**src/rtl/vec_issue_decoder.sv**
```systemverilog
// Registered, handshaked main decoder with vector-lane expansion.
// Scalar and illegal ops issue one beat, vector ops issue LANES beats.
module vec_issue_decoder #(
  parameter int OP_W   = 5,
  parameter int LANES  = 4,
  parameter int LANE_W = (LANES > 1) ? $clog2(LANES) : 1
) (
  input  logic              clk,
  input  logic              rst,
  input  logic              in_valid,
  output logic              in_ready,
  input  logic [OP_W-1:0]   op,
  input  logic              flush,
  output logic              out_valid,
  input  logic              out_ready,
  output logic              reg_write,
  output logic              alu_src,
  output logic              mem_write,
  output logic              result_src,
  output logic              branch,
  output logic              vectorial,
  output logic [1:0]        imm_src,
  output logic [1:0]        alu_op,
  output logic [LANE_W-1:0] lane_idx,
  output logic              last,
  output logic              illegal
);

  typedef enum logic {IDLE, ISSUE} state_e;

  typedef struct packed {
    logic       rw;
    logic       as;
    logic       mw;
    logic       rs;
    logic       br;
    logic       vec;
    logic [1:0] imm;
    logic [1:0] aop;
    logic       ill;
  } ctrl_t;

  state_e            state_q, state_d;
  logic [LANE_W-1:0] lane_q, lane_d;
  ctrl_t             ctrl_q, ctrl_d;
  ctrl_t             dec;
  logic [4:0]        o5;
  logic [OP_W-1:0]   op_hi;
  logic              last_int;
  logic              beat_done;

  // Combinational opcode decode; illegal ops carry only the illegal flag.
  always_comb begin
    o5    = op[4:0];
    op_hi = op >> 5;
    dec   = '0;
    dec.vec = o5 inside {5'b10000, 5'b10001, 5'b10010, 5'b10100,
                         5'b10101, 5'b10110, 5'b10111, 5'b11000};
    dec.ill = (|op_hi) | (o5[4] & ~dec.vec);
    if (dec.ill) begin
      dec.vec = 1'b0;
    end else begin
      dec.rw = ~(o5 inside {5'b01100, 5'b00111, 5'b01000, 5'b00001});
      if (o5 inside {5'b00000, 5'b01101, 5'b00011, 5'b01001, 5'b01100})
        dec.imm = 2'b01;
      else if (o5 inside {5'b00001, 5'b00111, 5'b01000})
        dec.imm = 2'b10;
      dec.as = o5 inside {5'b00000, 5'b00011, 5'b01001,
                          5'b01100, 5'b01101, 5'b00001};
      dec.mw = (o5 == 5'b00001);
      dec.rs = o5 inside {5'b00001, 5'b01010, 5'b01110, 5'b01111};
      dec.br = o5 inside {5'b00111, 5'b01000};
      if (o5 inside {5'b00100, 5'b00101, 5'b00110, 5'b01001})
        dec.aop = 2'b01;
    end
  end

  assign last_int  = ~ctrl_q.vec | (lane_q == LANE_W'(LANES - 1));
  assign beat_done = (state_q == ISSUE) & out_ready;
  assign in_ready  = ~flush &
                     ((state_q == IDLE) | (beat_done & last_int));

  // Next-state: flush wins, then accept, then lane advance / retire.
  always_comb begin
    state_d = state_q;
    lane_d  = lane_q;
    ctrl_d  = ctrl_q;
    if (flush) begin
      state_d = IDLE;
      lane_d  = '0;
    end else if (in_valid && in_ready) begin
      state_d = ISSUE;
      lane_d  = '0;
      ctrl_d  = dec;
    end else if (beat_done) begin
      if (last_int) begin
        state_d = IDLE;
        lane_d  = '0;
      end else begin
        lane_d = lane_q + LANE_W'(1);
      end
    end
  end

  // State, lane and captured-control registers.
  always_ff @(posedge clk) begin
    if (rst) begin
      state_q <= IDLE;
      lane_q  <= '0;
      ctrl_q  <= '0;
    end else begin
      state_q <= state_d;
      lane_q  <= lane_d;
      ctrl_q  <= ctrl_d;
    end
  end

  assign out_valid  = (state_q == ISSUE);
  assign reg_write  = out_valid & ctrl_q.rw;
  assign alu_src    = out_valid & ctrl_q.as;
  assign mem_write  = out_valid & ctrl_q.mw;
  assign result_src = out_valid & ctrl_q.rs;
  assign branch     = out_valid & ctrl_q.br;
  assign vectorial  = out_valid & ctrl_q.vec;
  assign imm_src    = out_valid ? ctrl_q.imm : 2'b00;
  assign alu_op     = out_valid ? ctrl_q.aop : 2'b00;
  assign lane_idx   = out_valid ? lane_q : '0;
  assign last       = out_valid & last_int;
  assign illegal    = out_valid & ctrl_q.ill;

endmodule

```
**config.mk**
```make
export PLATFORM = sky130hd
export DESIGN_NAME = vec_issue_decoder
export DESIGN_NICKNAME = d
export VERILOG_FILES = /design/src/rtl/vec_issue_decoder.sv
export SDC_FILE = /design/constraint.sdc
export NUM_CORES = 1
export LEC_CHECK = 0
export BUFFER_PORTS_ARGS = -buffer_cell sky130_fd_sc_hd__buf_2
export CAP_MARGIN = 30
export CELL_PAD_IN_SITES_DETAIL_PLACEMENT = 1
export CELL_PAD_IN_SITES_GLOBAL_PLACEMENT = 1
export CORE_MARGIN = 2
export CORE_UTILIZATION = 38
export CTS_CLUSTER_SIZE = 28
export DETAILED_ROUTE_END_ITERATION = 6
export PLACE_DENSITY_LB_ADDON = 0.1
export RECOVER_POWER = 25
export SYNTH_ARGS = -nofsm -noshare
export SYNTH_HDL_FRONTEND = slang
export SYNTH_SLANG_ARGS = --single-unit
export TNS_END_PERCENT = 100
```
**constraint.sdc**
```tcl
create_clock -name clk -period 4.6 [get_ports clk]
set_clock_uncertainty 0.1 [all_clocks]
set_input_delay 0.46 -clock clk [delete_from_list [all_inputs] [get_ports clk]]
set_output_delay 0.46 -clock clk [all_outputs]
set_load 0.05 [all_outputs]
```
* After elaboration in Yosys (flattened, before gate mapping)
Index checks and enable logic that the tools add are counted.
Word-level totals: bits of input ports 10, register bits after elaboration 14, memories kept 0, memory bits (read-only) 0, bits in writable memories 0, logic and storage cells 82, latch bits 0
Operators by class: add/subtract/negate cells 1, reductions and logical operators 16, mux-type cells 13, bitwise operators 19, shift operators 0, $lt $le $gt $ge 0, divide/modulo/power cells 0, equal/unequal tests 22, multipliers 0
Operators with widths (number):
- $eq 5x5->1 const B | 8
- $eq 5x4->1 const B | 7
- $eq 5x3->1 const B | 4
- $and 1x1->1 | 12
- $mux 2 | 6
- $reduce_bool 4->1 | 3
- $reduce_bool 8->1 | 1
- $reduce_bool 2->1 | 3
- $reduce_bool 6->1 | 1
- $eq 5x1->1 const B | 1
- $eq 5x2->1 const B | 1
- $logic_not 5->1 | 1
- $mux 1 | 5
- $mux 5 | 1
- $not 1->1 | 5
- $reduce_bool 5->1 | 1
- $mux 4 | 1
- $reduce_and 2->1 | 2
- $reduce_bool 3->1 | 1
- $reduce_or 3->1 | 1
- $add 2x1->2 const B | 1
- $eq 2x2->1 const B | 1
- $or 1x1->1 | 2
- $reduce_or 2->1 | 1
- $logic_and 1x1->1 | 1

* Logic depth before layout (Yosys ltp)
Gate-level depths: netlist (run 1).
depth in word-level cells 8, depth in mapped cells 6, mapped depth without buffers 6

* Worst setup path after synthesis (run 1)
No wires, ideal clock.
kind flip-flop to output port, start reg state_q (netlist: out_valid), end out alu_op[0], cell stages (with the launch flop) 3, setup slack 2655 ps, data required time 4040 ps, arrival time 1385 ps, cells stage by stage dfxtp_1 -> clkbuf_1 -> and2_1
Between the ends: word-level cells in the longest chain between the ends 1
Ends and longest elaborated chain:
- start, declared | line 43 | state_e state_q, state_d;
- start signal, assigned | line 112 | state_q <= state_d;
- $mux 2 | line 126 | assign alu_op = out_valid ? ctrl_q.aop : 2'b00;
- end, declared | line 23 | output logic [1:0] alu_op,
No other way between the ends.

* Final worst setup path (run 1)
start reg lane_q[0], end out in_ready
Between the ends: word-level cells in the longest chain between the ends 5
Ends and longest elaborated chain:
- start, declared | line 44 | logic [LANE_W-1:0] lane_q, lane_d;
- start signal, assigned | line 113 | lane_q <= lane_d;
- $eq 2x2->1 | line 78 | assign last_int = ~ctrl_q.vec | (lane_q == LANE_W'(LANES - 1));
- $or 1x1->1 | line 78
- $and 1x1->1 | line 81 | ((state_q == IDLE) | (beat_done & last_int));
- $or 1x1->1 | line 81
- $and 1x1->1 | line 80 | assign in_ready = ~flush &
- end, declared | line 11 | output logic in_ready,
No other way between the ends.

==> results of run 1 <==
==> power breakdown <==
group | total (W) | leakage (nW) | switching (W) | internal [W]
Sequential | 0.000119 | 0.106 | 0.00000283 | 0.000116
Combinational | 0.0000529 | 0.269 | 0.0000368 | 0.0000161
Clock | 0.0000707 | 0.0150 | 0.0000371 | 0.0000336
==> cells in the final DEF (no fill, tap or decap), types with 2 or more instances in the layout <==
cell type	n
nand2b_1	3
nand4b_1	2
and2_1	13
o21ai_0	8
a21oi_1	13
clkbuf_1	7
nor2_1	8
clkbuf_4	3
nor3_1	3
nor2b_1	4
buf_2	18
nand4_1	3
inv_1	4
nor4_1	4
nand3_1	2
dfxtp_1	13
or4b_1	3
nand2_1	3
o2bb2ai_1	2
==> synthesized netlist by cell type, types with 2 or more instances <==
cell type,n,area share
a21oi_1,13,0.075
and2_1,13,0.093
buf_2,4,0.023
clkbuf_1,4,0.017
dfxtp_1,13,0.30
inv_1,4,0.017
nand2_1,3,0.013
nand2b_1,3,0.022
nand3_1,2,0.011
nand4_1,3,0.022
nand4b_1,2,0.020
nor2_1,8,0.034
nor2b_1,4,0.029
nor3_1,3,0.017
nor4_1,4,0.029
o21ai_0,8,0.046
o2bb2ai_1,2,0.020
or4b_1,3,0.034
==> metrics by stage <==
step	total power (W)	std cells	worst slack (ps)
final	0.000242	161	2120
after global routing	0.000258	161	1930
after CTS	0.000244	161	2100
after detailed placement	0.000175	157	2410
after global placement	0.000174	157	2460
after floorplan	0.000161	114	2660
==> flip-flops by register name (all words and copies together) (netlist names) <==
signal / flops
ctrl_q: 10
lane_q: 2
out_valid: 1
==> how the worst max path moves through the flow <==
stage	from	endpoint	slack [ps]	cells past startpoint
after floorplan	out_valid	alu_op[0]	2660	2
after global placement	lane_q[0]	in_ready	2460	5
after detailed placement	lane_q[0]	in_ready	2410	5
after CTS	lane_q[0]	in_ready	2100	5
after global routing	lane_q[0]	in_ready	1930	5
final	lane_q[0]	in_ready	2120	5
==> cells by family after synthesis <==
| group | synth area share |
|---|---|
| AND/OR/NAND/NOR | 0.346 |
| AO/OA/AOI/OAI | 0.253 |
| buffers and inverters | 0.0704 |
| flip-flops | 0.299 |
| multiplexers | 0.0129 |
| adder cells (fa/ha/maj) | 0.0144 |
| other | 0.00431 |
==> final cells by class <==
class | count | area share
clock buffers | 4 | 0.0262
inverters | 5 | 0.0187
multi-input cells | 87 | 0.548
flip-flops and latches | 13 | 0.260
well taps | 28 | 0.0350
repair buffers | 24 | 0.112
==> per-layer routing <==
| metal | wire length (um) | GRT usage |
|---|---|---|
| met1 | 1070 | 0.244 |
| met2 | 930 | 0.293 |
| met3 | 65 | 0.0259 |
| met4 | 40 | 0.0658 |
| met5 | 0 | 0 |
==> impl_metrics.env, run 1 <==
export IMPL_status="finished, final reports clean"
export IMPL_hold_end="lane_q[0]"
export IMPL_cp_end_kind="output port"
export IMPL_area_delta_synth_final_pct=15.1
export IMPL_rr_worst_depth=6
export IMPL_placed_cell_area_um2=983
export IMPL_post_cts_resized=0
export IMPL_critical_path_top_delay_family="compound AO/OA/AOI/OAI gates"
export IMPL_cts_tree="yes"
export IMPL_cts_setup_buffers=0
export IMPL_clockRootBuffer="clkbuf_4"
export IMPL_cts_buffers=3
export IMPL_grt_pass1_wl_mm=3.71
export IMPL_clock_fmax_mhz=403
export IMPL_yosysWarnings=0
export IMPL_setup_tns_ps=0
export IMPL_ys_seq_area_frac=0.299
export IMPL_dpl_hpwl_mm=1.56
export IMPL_gp_congestion=0.772
export IMPL_clock_sinks=13
export IMPL_cap_violations=0
export IMPL_r2r_slack_ps=2710
export IMPL_clockBufferDepth=2
export IMPL_rsz0062_at_grt="false"
export IMPL_ir_drop_v=0.000110
export IMPL_row_count=17
export IMPL_coreArea_um2=2190
export IMPL_track_usage=0.181
export IMPL_final_setup_viol_count=0
export IMPL_grt_max_degree=18
export IMPL_fin_nets=145
export IMPL_fin_area_um2=1000
export IMPL_synth_avg_cell_area_um2=7.64
export IMPL_io_pins=26
export IMPL_synthCells=114
export IMPL_hold_start="flush"
export IMPL_cp_required_ps=4040
export IMPL_p_leak_nw=0.390
export IMPL_postLayoutCoreUtil=0.457
export IMPL_regArea_um2=260
export IMPL_startpoint_type="flip-flop"
export IMPL_p_per_area_nw_per_um2=242
export IMPL_syn_nets=125
export IMPL_path_clk_slew_ps=80
export IMPL_max_stage_delay_ps=480
export IMPL_ys_flop_type="dfxtp_1"
export IMPL_grt_pass1_vias=816
export IMPL_wl_per_cell_um=13.1
export IMPL_die_w_um=51.9
export IMPL_hold_buffers=0
export IMPL_hold_depth=2
export IMPL_multiInputGateArea_um2=549
export IMPL_slowest_stage="a31oi_2"
export IMPL_critical_path_class="reg2out"
export IMPL_timing_final_crit_share=0.539
export IMPL_worst_slew_pin_slew_ps=591
export IMPL_vias_per_cell=5.42
export IMPL_fin_hold_ws_ps=319
export IMPL_wl_mm=2.11
export IMPL_hold_viol=0
export IMPL_first_pass_iters=3
export IMPL_hp_class="in2reg"
export IMPL_insertion_delay_ps=280
export IMPL_crit_arrival_ps=1920
export IMPL_reg2reg_from="lane_q[0]"
export IMPL_diodes=0
export IMPL_start_util=0.397
export IMPL_htree_levels=1
export IMPL_async_reset_ff_frac=0
export IMPL_path_cells="ha_1 > nand2b_1 > a31oi_2 > inv_2 > buf_2"
export IMPL_drcViolationCount=0
export IMPL_worstReg2RegEnd="ctrl_q[4]"
export IMPL_dieHeight_um=51.9
export IMPL_relSlewSlack=0.607
export IMPL_numPortBuffers=24
export IMPL_report_final_slew_viol_count=0
export IMPL_drt_iter0_drc=8
export IMPL_synth_edff_count=0
export IMPL_final_antenna_net_count=0
export IMPL_antenna_found_initial=0
export IMPL_syn_area_um2=871
export IMPL_vias=872
export IMPL_die_area_um2=2690
export IMPL_grt_ovfl_total=0
export IMPL_yosysUniqueCellTypes=36
export IMPL_drive_gt1_frac=0.188
export IMPL_period_minus_slack_ps=2480
export IMPL_fill_cells=291
export IMPL_crit_buf_inv=2
export IMPL_critPathMaxFanout=10
export IMPL_yosys_register_bits=13
(Power assumes the default switching activity.)
==> run 2, diff against run 1 <==
--- a/config.mk
+++ b/config.mk
@@ -5,12 +5,13 @@
 export SDC_FILE = /design/constraint.sdc
 export NUM_CORES = 1
 export LEC_CHECK = 0
+export ABC_AREA = 1
 export BUFFER_PORTS_ARGS = -buffer_cell sky130_fd_sc_hd__buf_2
 export CAP_MARGIN = 30
 export CELL_PAD_IN_SITES_DETAIL_PLACEMENT = 1
 export CELL_PAD_IN_SITES_GLOBAL_PLACEMENT = 1
 export CORE_MARGIN = 2
-export CORE_UTILIZATION = 38
+export CORE_UTILIZATION = 33
 export CTS_CLUSTER_SIZE = 28
 export DETAILED_ROUTE_END_ITERATION = 6
 export PLACE_DENSITY_LB_ADDON = 0.1
==> constraint.sdc (replaced) <==
create_clock -name clk -period 2.4 [get_ports clk]
set_clock_uncertainty 0.1 [all_clocks]
set_input_delay 0.24 -clock clk [delete_from_list [all_inputs] [get_ports clk]]
set_output_delay 0.24 -clock clk [all_outputs]
set_load 0.05 [all_outputs]
==> impl_metrics.env, run 2 <==
export IMPL_period_minus_slack_ps=1840
export IMPL_hold_viol=0
export IMPL_ys_flop_type="dfxtp_1"
export IMPL_start_util=0.344
export IMPL_mostFrequentLayoutCells="nand2_1, buf_2, inv_1"
export IMPL_die_area_um2=2950
export IMPL_worst_slack_ps=561
export IMPL_yosys_register_bits=13
export IMPL_dpl_hpwl_mm=1.78
export IMPL_synth_top_area_frac=0.311
export IMPL_syn_nets=150
export IMPL_layout_commonest_cell="nand2_1"
export IMPL_hp_class="in2reg"
export IMPL_final_setup_viol_count=0
export IMPL_wl_per_cell_um=11.1
export IMPL_grt_pass1_vias=802
export IMPL_dieHeight_um=54.3
export IMPL_critPathMaxFanout=12
export IMPL_cp_required_ps=2500
export IMPL_worst_slew_pin_slew_ps=597
export IMPL_clock_fmax_mhz=544
export IMPL_post_cts_resized=0
export IMPL_synth_fa_ha_area_frac=0.0150
export IMPL_async_reset_ff_frac=0
export IMPL_setup_tns_ps=0
export IMPL_cts_setup_buffers=0
export IMPL_diodes=0
export IMPL_timing_final_crit_share=0.766
export IMPL_grt_pass1_wl_mm=3.45
export IMPL_grt_max_degree=17
export IMPL_yosys_top_cells_count="nand2_1, inv_1, dfxtp_1, nand3_1, nor2_1"
export IMPL_synth_top_area_cell="dfxtp_1"
export IMPL_ir_drop_v=0.000141
export IMPL_yosysMostFrequentCell="nand2_1"
export IMPL_synthSimpleGateAreaFrac=0.388
export IMPL_io_pins=26
export IMPL_yosysUniqueCellTypes=23
export IMPL_startpoint_type="flip-flop"
export IMPL_htree_levels=1
export IMPL_drt_iter0_drc=7
export IMPL_coreArea_um2=2430
export IMPL_yosysWarnings=0
export IMPL_drive_gt1_frac=0.210
export IMPL_fin_nets=174
export IMPL_top_register="ctrl_q"
export IMPL_grt_ovfl_total=0
export IMPL_crit_arrival_ps=1940
export IMPL_vias_per_cell=4.60
export IMPL_first_pass_iters=4
export IMPL_syn_area_um2=836
export IMPL_p_per_area_nw_per_um2=444
export IMPL_rsz0062_at_grt="false"
export IMPL_synth_avg_cell_area_um2=6.01
export IMPL_gp_congestion=0.811
export IMPL_hold_buffers=0
export IMPL_antenna_found_initial=0
export IMPL_relSlewSlack=0.604
export IMPL_row_count=18
export IMPL_insertion_delay_ps=270
export IMPL_largest_reg_flops=10
export IMPL_cts_tree="yes"
export IMPL_p_leak_nw=0.577
export IMPL_cap_violations=0
export IMPL_pre_cts_ws_ps=751
export IMPL_vias=884
export IMPL_die_w_um=54.3
export IMPL_status="finished, final reports clean"
export IMPL_path_clk_slew_ps=80
export IMPL_track_usage=0.166
export IMPL_synth_top_family_by_area="simple AND/OR/NAND/NOR gates"
export IMPL_clock_sinks=13
export IMPL_final_antenna_net_count=0
export IMPL_critical_path_class="reg2reg"
export IMPL_cp_end_kind="flip-flop"
export IMPL_area_delta_synth_final_pct=16.9
export IMPL_drcViolationCount=0
export IMPL_cts_buffers=3
export IMPL_muxShareOfSynthArea=0
export IMPL_synth_area_leaders="dfxtp_1, nand2_1, inv_1"
export IMPL_synth_xor_area_share=0
export IMPL_synth_edff_count=0
export IMPL_synth_compound_area_frac=0.133
export IMPL_report_final_slew_viol_count=0
export IMPL_fin_hold_ws_ps=162
export IMPL_wl_mm=2.14
export IMPL_numPortBuffers=24
export IMPL_clockRootBuffer="clkbuf_4"
export IMPL_synthCells=139
export IMPL_clockBufferDepth=2
export IMPL_ys_seq_area_frac=0.311
[run 2: where the power goes]
part | total (W) | switching [W] | leakage (nW) | internal [W]
logic | 0.0000754 | 0.0000537 | 0.457 | 0.0000217
clock network | 0.000132 | 0.0000679 | 0.0150 | 0.0000642
registers | 0.000226 | 0.00000503 | 0.105 | 0.000221
total | 0.000433 | 0.000127 | 0.577 | 0.000307
[run 2: kinds of logic (layout without fill, tap and decap cells)]
logic type,after synthesis,in the layout
AND/OR/NAND/NOR,76,76
AO/OA/AOI/OAI,19,19
adder cells (fa/ha/maj),1,1
other,1,1
flip-flops,13,13
buffers and inverters,29,52
[run 2: layer usage]
metal,global-route usage,part of all wire,up-vias
li1,-,-,473
met1,0.177,0.43,395
met2,0.315,0.53,14
met3,0.0246,0.024,2
met4,0.0750,0.013,0
met5,0,0,-
[run 2: cell type report]
class	count	area, um2
flip-flops and latches	13	260
repair buffers	24	119
well taps	30	37.5
fillers	347	1460
inverters	24	90.1
multi-input cells	97	444
clock buffers	4	26.3
[run 2: worst paths after layout]
check,startpoint,to,slack (ps),cells after the start
min reg2reg,ctrl_q[9],ctrl_q[9],370,2
max,lane_q[1],ctrl_q[5],560,9
max reg2reg,lane_q[1],ctrl_q[5],560,9
min,rst,ctrl_q[4],160,2
[run 2: through the flow]
stage / util / cells / instance area [um2] / total power (W)
global route: 0.402 / 192 / 977 / 0.000460
detailed placement: 0.395 / 188 / 960 / 0.000308
floorplan: - / 139 / 836 / 0.000286
finish: 0.402 / 192 / 977 / 0.000433
CTS: 0.405 / 192 / 986 / 0.000441
global placement: 0.395 / 188 / 960 / 0.000307
[run 2: critical path, stage by stage (launching register included)]
cell	delay (ps)
dfxtp_1	390
ha_1	170
inv_1	50
nand2_1	70
nand2_1	50
nand2_1	80
nand3_1	330
inv_2	290
nand3_1	120
a21oi_1	130
==> run 3, diff against run 2 <==
==> constraint.sdc (replaced) <==
create_clock -name clk -period 1.7 [get_ports clk]
set_clock_uncertainty 0.1 [all_clocks]
set_input_delay 0.17 -clock clk [delete_from_list [all_inputs] [get_ports clk]]
set_output_delay 0.17 -clock clk [all_outputs]
set_load 0.05 [all_outputs]
==> impl_metrics.env, run 3 (synthesis gave the netlist of run 2 again) <==
export IMPL_wl_met2_mm=1.17
export IMPL_critPathLaunch="lane_q[0]"
export IMPL_period_minus_slack_ps=1620
export IMPL_first_pass_iters=4
export IMPL_path_cells="ha_1 > inv_1 > nand2_2 > nand2_1 > nand2_2 > nand2_1 > inv_1 > buf_6"
export IMPL_clock_sinks=13
export IMPL_cts_buffers=3
export IMPL_timing_final_crit_share=0.955
export IMPL_grt_pass1_vias=868
export IMPL_critical_path_class="reg2out"
export IMPL_critical_path_top_delay_family="flip-flops"
export IMPL_start_util=0.344
export IMPL_clockBufferDepth=2
export IMPL_antenna_found_initial=0
export IMPL_row_count=18
export IMPL_drive_gt1_frac=0.261
export IMPL_hold_viol=0
export IMPL_worstReg2RegEnd="ctrl_q[5]"
export IMPL_die_area_um2=2950
export IMPL_grt_ovfl_total=0
export IMPL_cap_violations=0
export IMPL_gp_congestion=0.802
export IMPL_rr_worst_depth=9
export IMPL_top_register="ctrl_q"
export IMPL_hold_start="flush"
export IMPL_io_pins=26
export IMPL_hp_class="in2reg"
export IMPL_hold_depth=4
export IMPL_largest_reg_flops=10
export IMPL_numPortBuffers=24
export IMPL_r2r_slack_ps=210
export IMPL_fin_area_um2=1020
export IMPL_final_antenna_net_count=0
export IMPL_power_w=0.000620
export IMPL_mostFrequentLayoutCells="nand2_1, inv_1, buf_2"
export IMPL_drcViolationCount=0
export IMPL_highest_layer="met4"
export IMPL_crit_buf_inv=3
export IMPL_drt_met1_wl_um=909
export IMPL_reg2reg_from="lane_q[1]"
export IMPL_status="finished, final reports clean"
export IMPL_grt_pass1_wl_mm=3.62
export IMPL_cp_required_ps=1430
export IMPL_cp_end_kind="output port"
export IMPL_fin_hold_ws_ps=94.1
export IMPL_final_setup_viol_count=0
export IMPL_dieHeight_um=54.3
export IMPL_htree_levels=1
export IMPL_max_stage_delay_ps=340
export IMPL_cts_tree="yes"
export IMPL_hold_end="lane_q[1]"
export IMPL_p_per_area_nw_per_um2=605
export IMPL_report_final_slew_viol_count=0
export IMPL_clock_fmax_mhz=616
export IMPL_dpl_hpwl_mm=1.86
export IMPL_layout_commonest_cell="nand2_1"
export IMPL_crit_arrival_ps=1350
export IMPL_dr_wl_met3_um=55
export IMPL_diodes=0
export IMPL_p_leak_nw=0.597
export IMPL_ir_drop_v=0.000212
export IMPL_hold_buffers=0
export IMPL_placed_cell_area_um2=978
export IMPL_critPathMaxFanout=3
export IMPL_path_clk_slew_ps=80
export IMPL_die_w_um=54.3
export IMPL_startpoint_type="flip-flop"
export IMPL_worst_slew_pin_slew_ps=591
export IMPL_relSlewSlack=0.608
export IMPL_wl_per_cell_um=11.1
export IMPL_area_delta_synth_final_pct=22.6
export IMPL_wl_mm=2.17
export IMPL_postLayoutCoreUtil=0.421
export IMPL_clockRootBuffer="clkbuf_4"
export IMPL_slowest_stage="dfxtp_2"
export IMPL_grt_max_degree=12
export IMPL_coreArea_um2=2430
export IMPL_insertion_delay_ps=270
export IMPL_drt_iter0_drc=12
export IMPL_track_usage=0.170
export IMPL_fin_nets=177
export IMPL_vias=925
export IMPL_vias_per_cell=4.74
[run 3: worst reg2reg max path: cells and delay by family, from the launching register on]
kind,cells,cell delay (ps)
simple gates,5,450
flops,1,350
buf+inv,2,250
fa+ha+maj,1,150
compound gates,1,140
[run 3: worst max path at each step]
stage	endpoint	slack [ps]	cells after the start
final	in_ready	80	8
after global routing	in_ready	-0.8	8
after CTS	in_ready	10	8
after detailed placement	ctrl_q[8]	150	9
after global placement	ctrl_q[10]	260	9
after floorplan	alu_op[0]	30	3
[run 3: stage by stage]
stage / std cells / setup slack [ps] / setup TNS (ps)
2_1_floorplan: 139 / 25.4 / 0
3_3_place_gp: 190 / 263 / 0
3_5_place_dp: 190 / 150 / 0
4_1_cts: 194 / 13.1 / 0
5_1_grt: 195 / -0.828 / -0.828
6_report: 195 / 76.9 / 0
[run 3: routing by layer]
metal	track usage	up-vias
li1	-	479
met1	0.177	426
met2	0.331	16
met3	0.0246	4
met4	0.0750	0
met5	0	-
[run 3: cell type report]
type | instances | area (um2)
multi-input combinational | 97 | 458
sequential | 13 | 263
tap | 30 | 37.5
clock buffer | 4 | 26.3
timing repair buffer | 27 | 150
inverter | 24 | 90.1
fill | 337 | 1410
[run 3: power by group]
part           switching, W  leakage (nW)  internal (W)
registers        0.00000532         0.106      0.000312
clock network     0.0000953        0.0150     0.0000908
logic             0.0000810         0.476     0.0000362
total              0.000182         0.597      0.000439
[run 3: timing repair]
action	CTS	global route
endpoints found under the hold margin	0	0
cloned	0	0
resized for setup	1	5
setup endpoints to repair	1	3
buffers inserted	0	1
